--- config.mk ---
export PLATFORM = sky130hd
export DESIGN_NAME = imem_readback
export DESIGN_NICKNAME = d
export VERILOG_FILES = /design/src/rtl/imem_readback.sv
export SDC_FILE = /design/constraint.sdc
export NUM_CORES = 1
export LEC_CHECK = 0
export CELL_PAD_IN_SITES_DETAIL_PLACEMENT = 0
export CELL_PAD_IN_SITES_GLOBAL_PLACEMENT = 1
export CORE_MARGIN = 4
export CORE_UTILIZATION = 34
export CTS_BUF_LIST = sky130_fd_sc_hd__clkbuf_4
export CTS_CLUSTER_DIAMETER = 80
export DETAILED_ROUTE_END_ITERATION = 12
export PLACE_DENSITY = 0.84
export RECOVER_POWER = 50
export SYNTH_ARGS = -nofsm -noshare
export SYNTH_HDL_FRONTEND = slang
export SYNTH_SLANG_ARGS = --single-unit
export TNS_END_PERCENT = 30
--- constraint.sdc ---
create_clock -name clk -period 2.8 [get_ports clk]
set_clock_uncertainty 0.1 [all_clocks]
set_input_delay 0.56 -clock clk [delete_from_list [all_inputs] [get_ports clk]]
set_output_delay 0.56 -clock clk [all_outputs]
set_load 0.01 [all_outputs]
--- src/rtl/imem_readback.sv ---
// Instruction-memory readback engine: walks a word range and streams each word out over valid/ready.
// Define IMEM_READBACK_CHECKSUM_EN to build the running checksum; otherwise checksum is tied to zero.
module imem_readback #(
  parameter int unsigned WORD_W = 32,
  parameter int unsigned CNT_W  = 16
) (
  input  logic              clk,
  input  logic              rst,
  input  logic              start,
  input  logic [31:0]       base_addr,
  input  logic [CNT_W-1:0]  word_count,
  output logic              mem_rd_en,
  output logic [31:0]       mem_rd_addr,
  input  logic [WORD_W-1:0] mem_rd_data,
  output logic              dump_valid,
  input  logic              dump_ready,
  output logic [WORD_W-1:0] dump_data,
  output logic [31:0]       dump_addr,
  output logic              dump_last,
  output logic              busy,
  output logic              done,
  output logic [31:0]       checksum
);

  localparam int unsigned ADDR_W = 32;
  localparam logic [ADDR_W-1:0] WORD_MASK = ~ADDR_W'(3);
  localparam logic [ADDR_W-1:0] WORD_STEP = ADDR_W'(4);

  typedef enum logic [2:0] {
    S_IDLE,
    S_REQ,
    S_WAIT,
    S_PRESENT,
    S_DONE
  } state_t;

  state_t            state;
  logic [ADDR_W-1:0] addr;
  logic [CNT_W-1:0]  remaining;
  logic              xfer_c;
  logic              start_c;

  assign xfer_c  = (state == S_PRESENT) && dump_valid && dump_ready;
  assign start_c = (state == S_IDLE) && start;

  // Sequencer: every output is registered, so each transition sets the outputs for the state it enters.
  always_ff @(posedge clk) begin
    if (!rst) begin
      state       <= S_IDLE;
      addr        <= '0;
      remaining   <= '0;
      mem_rd_en   <= 1'b0;
      mem_rd_addr <= '0;
      dump_valid  <= 1'b0;
      dump_data   <= '0;
      dump_addr   <= '0;
      dump_last   <= 1'b0;
      busy        <= 1'b0;
      done        <= 1'b0;
    end else begin
      mem_rd_en <= 1'b0;
      done      <= 1'b0;
      case (state)
        S_IDLE: begin
          if (start) begin
            busy <= 1'b1;
            if (word_count != '0) begin
              addr        <= base_addr & WORD_MASK;
              remaining   <= word_count;
              mem_rd_en   <= 1'b1;
              mem_rd_addr <= base_addr & WORD_MASK;
              state       <= S_REQ;
            end else begin
              done  <= 1'b1;
              state <= S_DONE;
            end
          end
        end

        S_REQ: begin
          state <= S_WAIT;
        end

        // Memory returns data the cycle after the strobe; capture it with its address.
        S_WAIT: begin
          dump_data  <= mem_rd_data;
          dump_addr  <= addr;
          dump_last  <= (remaining == CNT_W'(1));
          dump_valid <= 1'b1;
          state      <= S_PRESENT;
        end

        S_PRESENT: begin
          if (xfer_c) begin
            dump_valid <= 1'b0;
            addr       <= addr + WORD_STEP;
            remaining  <= remaining - CNT_W'(1);
            if (remaining == CNT_W'(1)) begin
              done  <= 1'b1;
              state <= S_DONE;
            end else begin
              mem_rd_en   <= 1'b1;
              mem_rd_addr <= addr + WORD_STEP;
              state       <= S_REQ;
            end
          end
        end

        S_DONE: begin
          busy  <= 1'b0;
          state <= S_IDLE;
        end

        default: begin
          busy       <= 1'b0;
          dump_valid <= 1'b0;
          state      <= S_IDLE;
        end
      endcase
    end
  end

`ifdef IMEM_READBACK_CHECKSUM_EN
  // Running sum of accepted words; cleared by each accepted start, held otherwise.
  always_ff @(posedge clk) begin
    if (!rst) begin
      checksum <= '0;
    end else if (start_c) begin
      checksum <= '0;
    end else if (xfer_c) begin
      checksum <= checksum + 32'(dump_data);
    end
  end
`else
  logic unused_c;
  assign unused_c = start_c;
  assign checksum = '0;
`endif

endmodule

======== Word level (Yosys, flattened, before mapping) ========
Index checks and enable logic that the tools add are counted.
word-level totals
  latch bits .............................. 0
  bits in read-only memories .............. 0
  memories kept ........................... 0
  logic and storage cells ................. 66
  register bits after elaboration ......... 152
  bits of input ports ..................... 84
  memory bits (writable) .................. 0
  output and inout port bits .............. 133
operators by class
  $add $sub $neg .......................... 2
  equal/unequal tests ..................... 9
  divide/modulo/power cells ............... 0
  bitwise gates (word level) .............. 2
  magnitude comparators ................... 0
  multiply operators ...................... 0
  shift-type cells ........................ 0
  mux-type cells .......................... 30
  reductions and logical operators ........ 12
operators with widths
  cell                     number
  $mux W32                 5
  $pmux W32 S2             2
  $mux W16                 3
  $add A32 B3 Y32 const B  1
  $pmux W16 S2             1
  $eq A16 B1 Y1 const B    1
  $reduce_bool A16 Y1      1
  $sub A16 B1 Y16 const B  1
  $mux W3                  4
  $pmux W3 S4              1
  $mux W1                  10
  $eq A3 B2 Y1 const B     2
  $ne A2 B2 Y1 const B     3
  $pmux W1 S2              3
  $reduce_and A2 Y1        3
  $reduce_or A3 Y1         2
  $reduce_and A5 Y1        1
  $reduce_and A4 Y1        1
  $eq A3 B1 Y1 const B     1
  $eq A3 B3 Y1 const B     1
  $logic_not A3 Y1         1
  $pmux W1 S3              1
  $logic_and A1 B1 Y1      2
  $ne A2 B1 Y1 const B     1
  2 further kinds          3

======== Longest topological paths before layout ========
  word-level depth ........................ 5
  depth in mapped cells ................... 9

======== Worst setup path after synthesis ========
Ideal clock, no wire load.
  path type ............................... register to register
  start ................................... register addr[2]
  end ..................................... register mem_rd_addr[30]
  data arrival time ....................... 2131 ps
  setup time .............................. 117 ps
  path slack .............................. 452 ps
  path buffers ............................ 1
  stages on the path, launching flop included .. 9
  path through ............................ dfxtp_1 > ha_1 > inv_1 > or4_4 > buf_6 > nor4_1 > xnor2_1 > nand2_1 > a32o_2
between the ends
  longest elaborated chain between the ends .. 4
RTL lines
  element                   line  RTL
  start: declaration        38    logic [ADDR_W-1:0] addr;
  start signal: assignment  68    addr <= base_addr & WORD_MASK;
  start signal: assignment  96    addr <= addr + WORD_STEP;
  $add A32 B3 Y32           103   mem_rd_addr <= addr + WORD_STEP;
  $mux W32                  98    if (remaining == CNT_W'(1)) begin
  $mux W32                  94    if (xfer_c) begin
  $pmux W32 S2              63    case (state)
  end signal: assignment    71    mem_rd_addr <= base_addr & WORD_MASK;
  end signal: assignment    103
  end: declaration          13    output logic [31:0] mem_rd_addr,
No other way between the ends. The select of a mux whose other input is x is not followed.
A chain may end at the register's enable or synchronous reset.

======== Worst setup path in the final report ========
  start ................................... register addr[7]
  end ..................................... register mem_rd_addr[28]
The elaborated chain is that of the path after synthesis.

==> impl_metrics.csv <==
group,metric,value,unit
status,status,"complete, no violations",
setup_path,cp_max_fo,11,
sta,fin_setup_tns,0,ns
synth,synth_edf_count,0,
global_routing,grt_max_degree,75,
synth,synth_ff_type,"dfxtp_1",
placed_design,gp_congestion,0.8646,
clock_network,cts-htree-levels,4,
hold_path,hold_class,"primary input to flip-flop",
clock_network,cts_tree,"yes",
sta,period_needed,2.493,ns
route,dr.first_iter.drc_count,368,
synth,yosys.area_share.adder,0.5363,%
synth,syn_avg_cell_area,7.616,um^2
setup_path,cp-end-kind,"flip-flop",
layout,final_cell_mix,"nand2_1, dfxtp_1, clkdlybuf4s50_1",
power,power_density,607.7,nW/um^2
synth,ys_ff_latch,152,
synth,synth_compound_gate_area_share,19.45,%
setup_path,path_class,"flip-flop to flip-flop",
floorplan,die-area,22940,um^2
layout,final_common_cell,"nand2_1",
setup_path,crit_end,"mem_rd_addr[28]",
global_routing,grt_first_pass_wirelength,32990,um
layout,syn2layout_area_growth,35.65,%
sta,tightest_slew,1.038,ns
floorplan,core_area,20230,um^2
route,dr.pass1.iters,8,
sta,rsz0062_at_grt,"false",
clock_network,cts_sinks,152,
setup_path,worst-r2r-setup-slack,0.31,ns
global_routing,grt_usage,18.02,%
synth,synthArstFlopShare,0,%
power,p_leak,0.003565,uW
synth,ys_warn_count,0,
setup_path,start_kind,"flip-flop",
clock_network,post_cts.repair.setup_buffers,0,
floorplan,fp.dieW,151.5,um
run,drv_cap,0,
route,drc,0,
route,drtAntennaViolNets,0,
clock_network,clk_pin_slew,0.13,ns
layout,design_area,9494,um^2
clock_network,ctsHoldBuffers,0,
sta,period_share,89.04,%
route,avgRoutedWirePerCell,15.60,um
sta,max_freq,0.4011,GHz
floorplan,ioPinCount,217,
global_routing,grt-ovfl-total,0,
sta,slew_headroom,30.61,%
synth,synth_top_family_by_area,"simple AND/OR/NAND/NOR gates",
clock_network,cts_buffer_depth,2,
setup_path,reg2reg_to,"mem_rd_addr[28]",
power,ir_drop,0.2315,mV
route,routed-via-count,6829,
floorplan,start_util,34.59,%
global_routing,antenna_found_initial,2,
clock_network,clk_latency,0.54,ns
clock_network,numCtsBuffers,17,
synth,syn_area,6999,um^2
sta,slew_viol_final,0,
setup_path,arrival,2.85,ns
floorplan,fp.dieH,151.5,um
clock_network,clock_tree.root_cell,"clkbuf_4",
layout,drive_gt1_share,7.306,%
clock_network,cts_resized,0,
synth,synthMuxAreaShare,0.7151,%
floorplan,row_count,52,
synth,synthSimpleGateAreaFrac,24.94,%
synth,postSynthCellCount,919,
synth,synthXorXnorAreaFrac,3.003,%
layout,final_core_util,46.92,%
placed_design,dpl.hpwl,15120,um
placed_design,io_buffers,182,
route,wirelength,21330,um
setup_path,rr_worst_depth,6,
synth,synth-seq-area-share,43.48,%
global_routing,grt_pass1_vias,6355,
setup_path,required,3.15,ns
sta,hold_violations,0,
synth,yosysUniqueCellTypes,55,
setup_path,regToRegStartpoint,"addr[7]",
layout,nets,1171,
placed_design,postPlaceCellArea,9158,um^2
sta,setup_viol_count_final,0,
setup_path,crit_start,"addr[7]",
route,viasPerCell,4.996,
## routing by layer
layer	track usage [%]	wire length, um	up-vias	part of all wire, %
met5	0	0	-	0
met4	5.530	329	0	1.5
met1	24.67	9705	3160	46
met2	28.32	9762	207	46
met3	4.105	1528	19	7.2
li1	-	-	3443	-
## worst min path at each step
stage	start	to	cells after the start
3_5_place_dp	dump_data[22]	dump_data[22]	2
4_1_cts	rst	remaining[14]	3
3_3_place_gp	dump_data[16]	dump_data[16]	2
2_1_floorplan	addr[0]	addr[0]	2
5_1_grt	rst	remaining[15]	3
6_report	rst	remaining[15]	3
## cell families (layout without fill, tap and decap cells)
logic type | count (synthesis) | after routing
other cells | 1 | 34
compound gates | 229 | 229
mux | 5 | 5
flops | 152 | 152
simple gates | 396 | 396
xor+xnor | 24 | 24
buf+inv | 109 | 254
fa+ha+maj | 3 | 3
## through the flow
| step | hold slack, ns | cells | power (uW) | worst slack, ns |
|---|---|---|---|---|
| after floorplan | 0.3212 | 950 | 3478 | 0.4519 |
| after global placement | 0.3411 | 1335 | 4188 | 0.009968 |
| after detailed placement | 0.3457 | 1335 | 4203 | 0.02089 |
| after CTS | 0.2735 | 1365 | 5868 | 0.3093 |
| after global routing | 0.3057 | 1367 | 6103 | 0.1136 |
| final | 0.3413 | 1367 | 5770 | 0.3070 |
## cell usage after synthesis, types with 10 or more instances
| library cell | instances | area share, % |
|---|---|---|
| o21ai_1 | 12 | 0.86 |
| o21ai_0 | 41 | 2.9 |
| and3_1 | 10 | 0.89 |
| a21oi_1 | 113 | 8.1 |
| nand2_1 | 230 | 12 |
| nor2_1 | 62 | 3.3 |
| clkbuf_1 | 54 | 2.9 |
| a32o_1 | 14 | 2.0 |
| xor2_1 | 11 | 1.4 |
| nand3_1 | 24 | 1.7 |
| nor3_1 | 12 | 0.86 |
| nand4_1 | 17 | 1.5 |
| xnor2_1 | 13 | 1.6 |
| dfxtp_1 | 152 | 43 |
| buf_4 | 32 | 3.4 |
## sequential cells by signal (all words and copies together) (netlist names)
register	count
addr	32
dump_addr	32
dump_data	32
mem_rd_addr	32
remaining	16
state	3
busy	1
done	1
dump_last	1
dump_valid	1
mem_rd_en	1
## where the power goes
group          switching [uW]  total (uW)  internal [uW]
registers                 187        2560           2380
clock network             768        1660            888
logic                     854        1550            698
total                    1810        5770           3960
## final cells by class
class	count	area, um^2
diodes	2	5.005
inverters	9	35.03
multi-input cells	689	3562
well taps	270	337.8
repair buffers	215	2165
fillers	2024	10740
clock buffers	19	142.6
clock inverters	11	203.9
flip-flops and latches	152	3043
## critical path, cell delays in order (launching register included)
cell,delay (ns)
dfxtp_1,0.49
nand4_2,0.21
or4_4,0.66
nor4_1,0.42
xnor2_1,0.18
nand2_1,0.10
a32o_2,0.24
No activity file was read; power rests on OpenSTA's default activity.
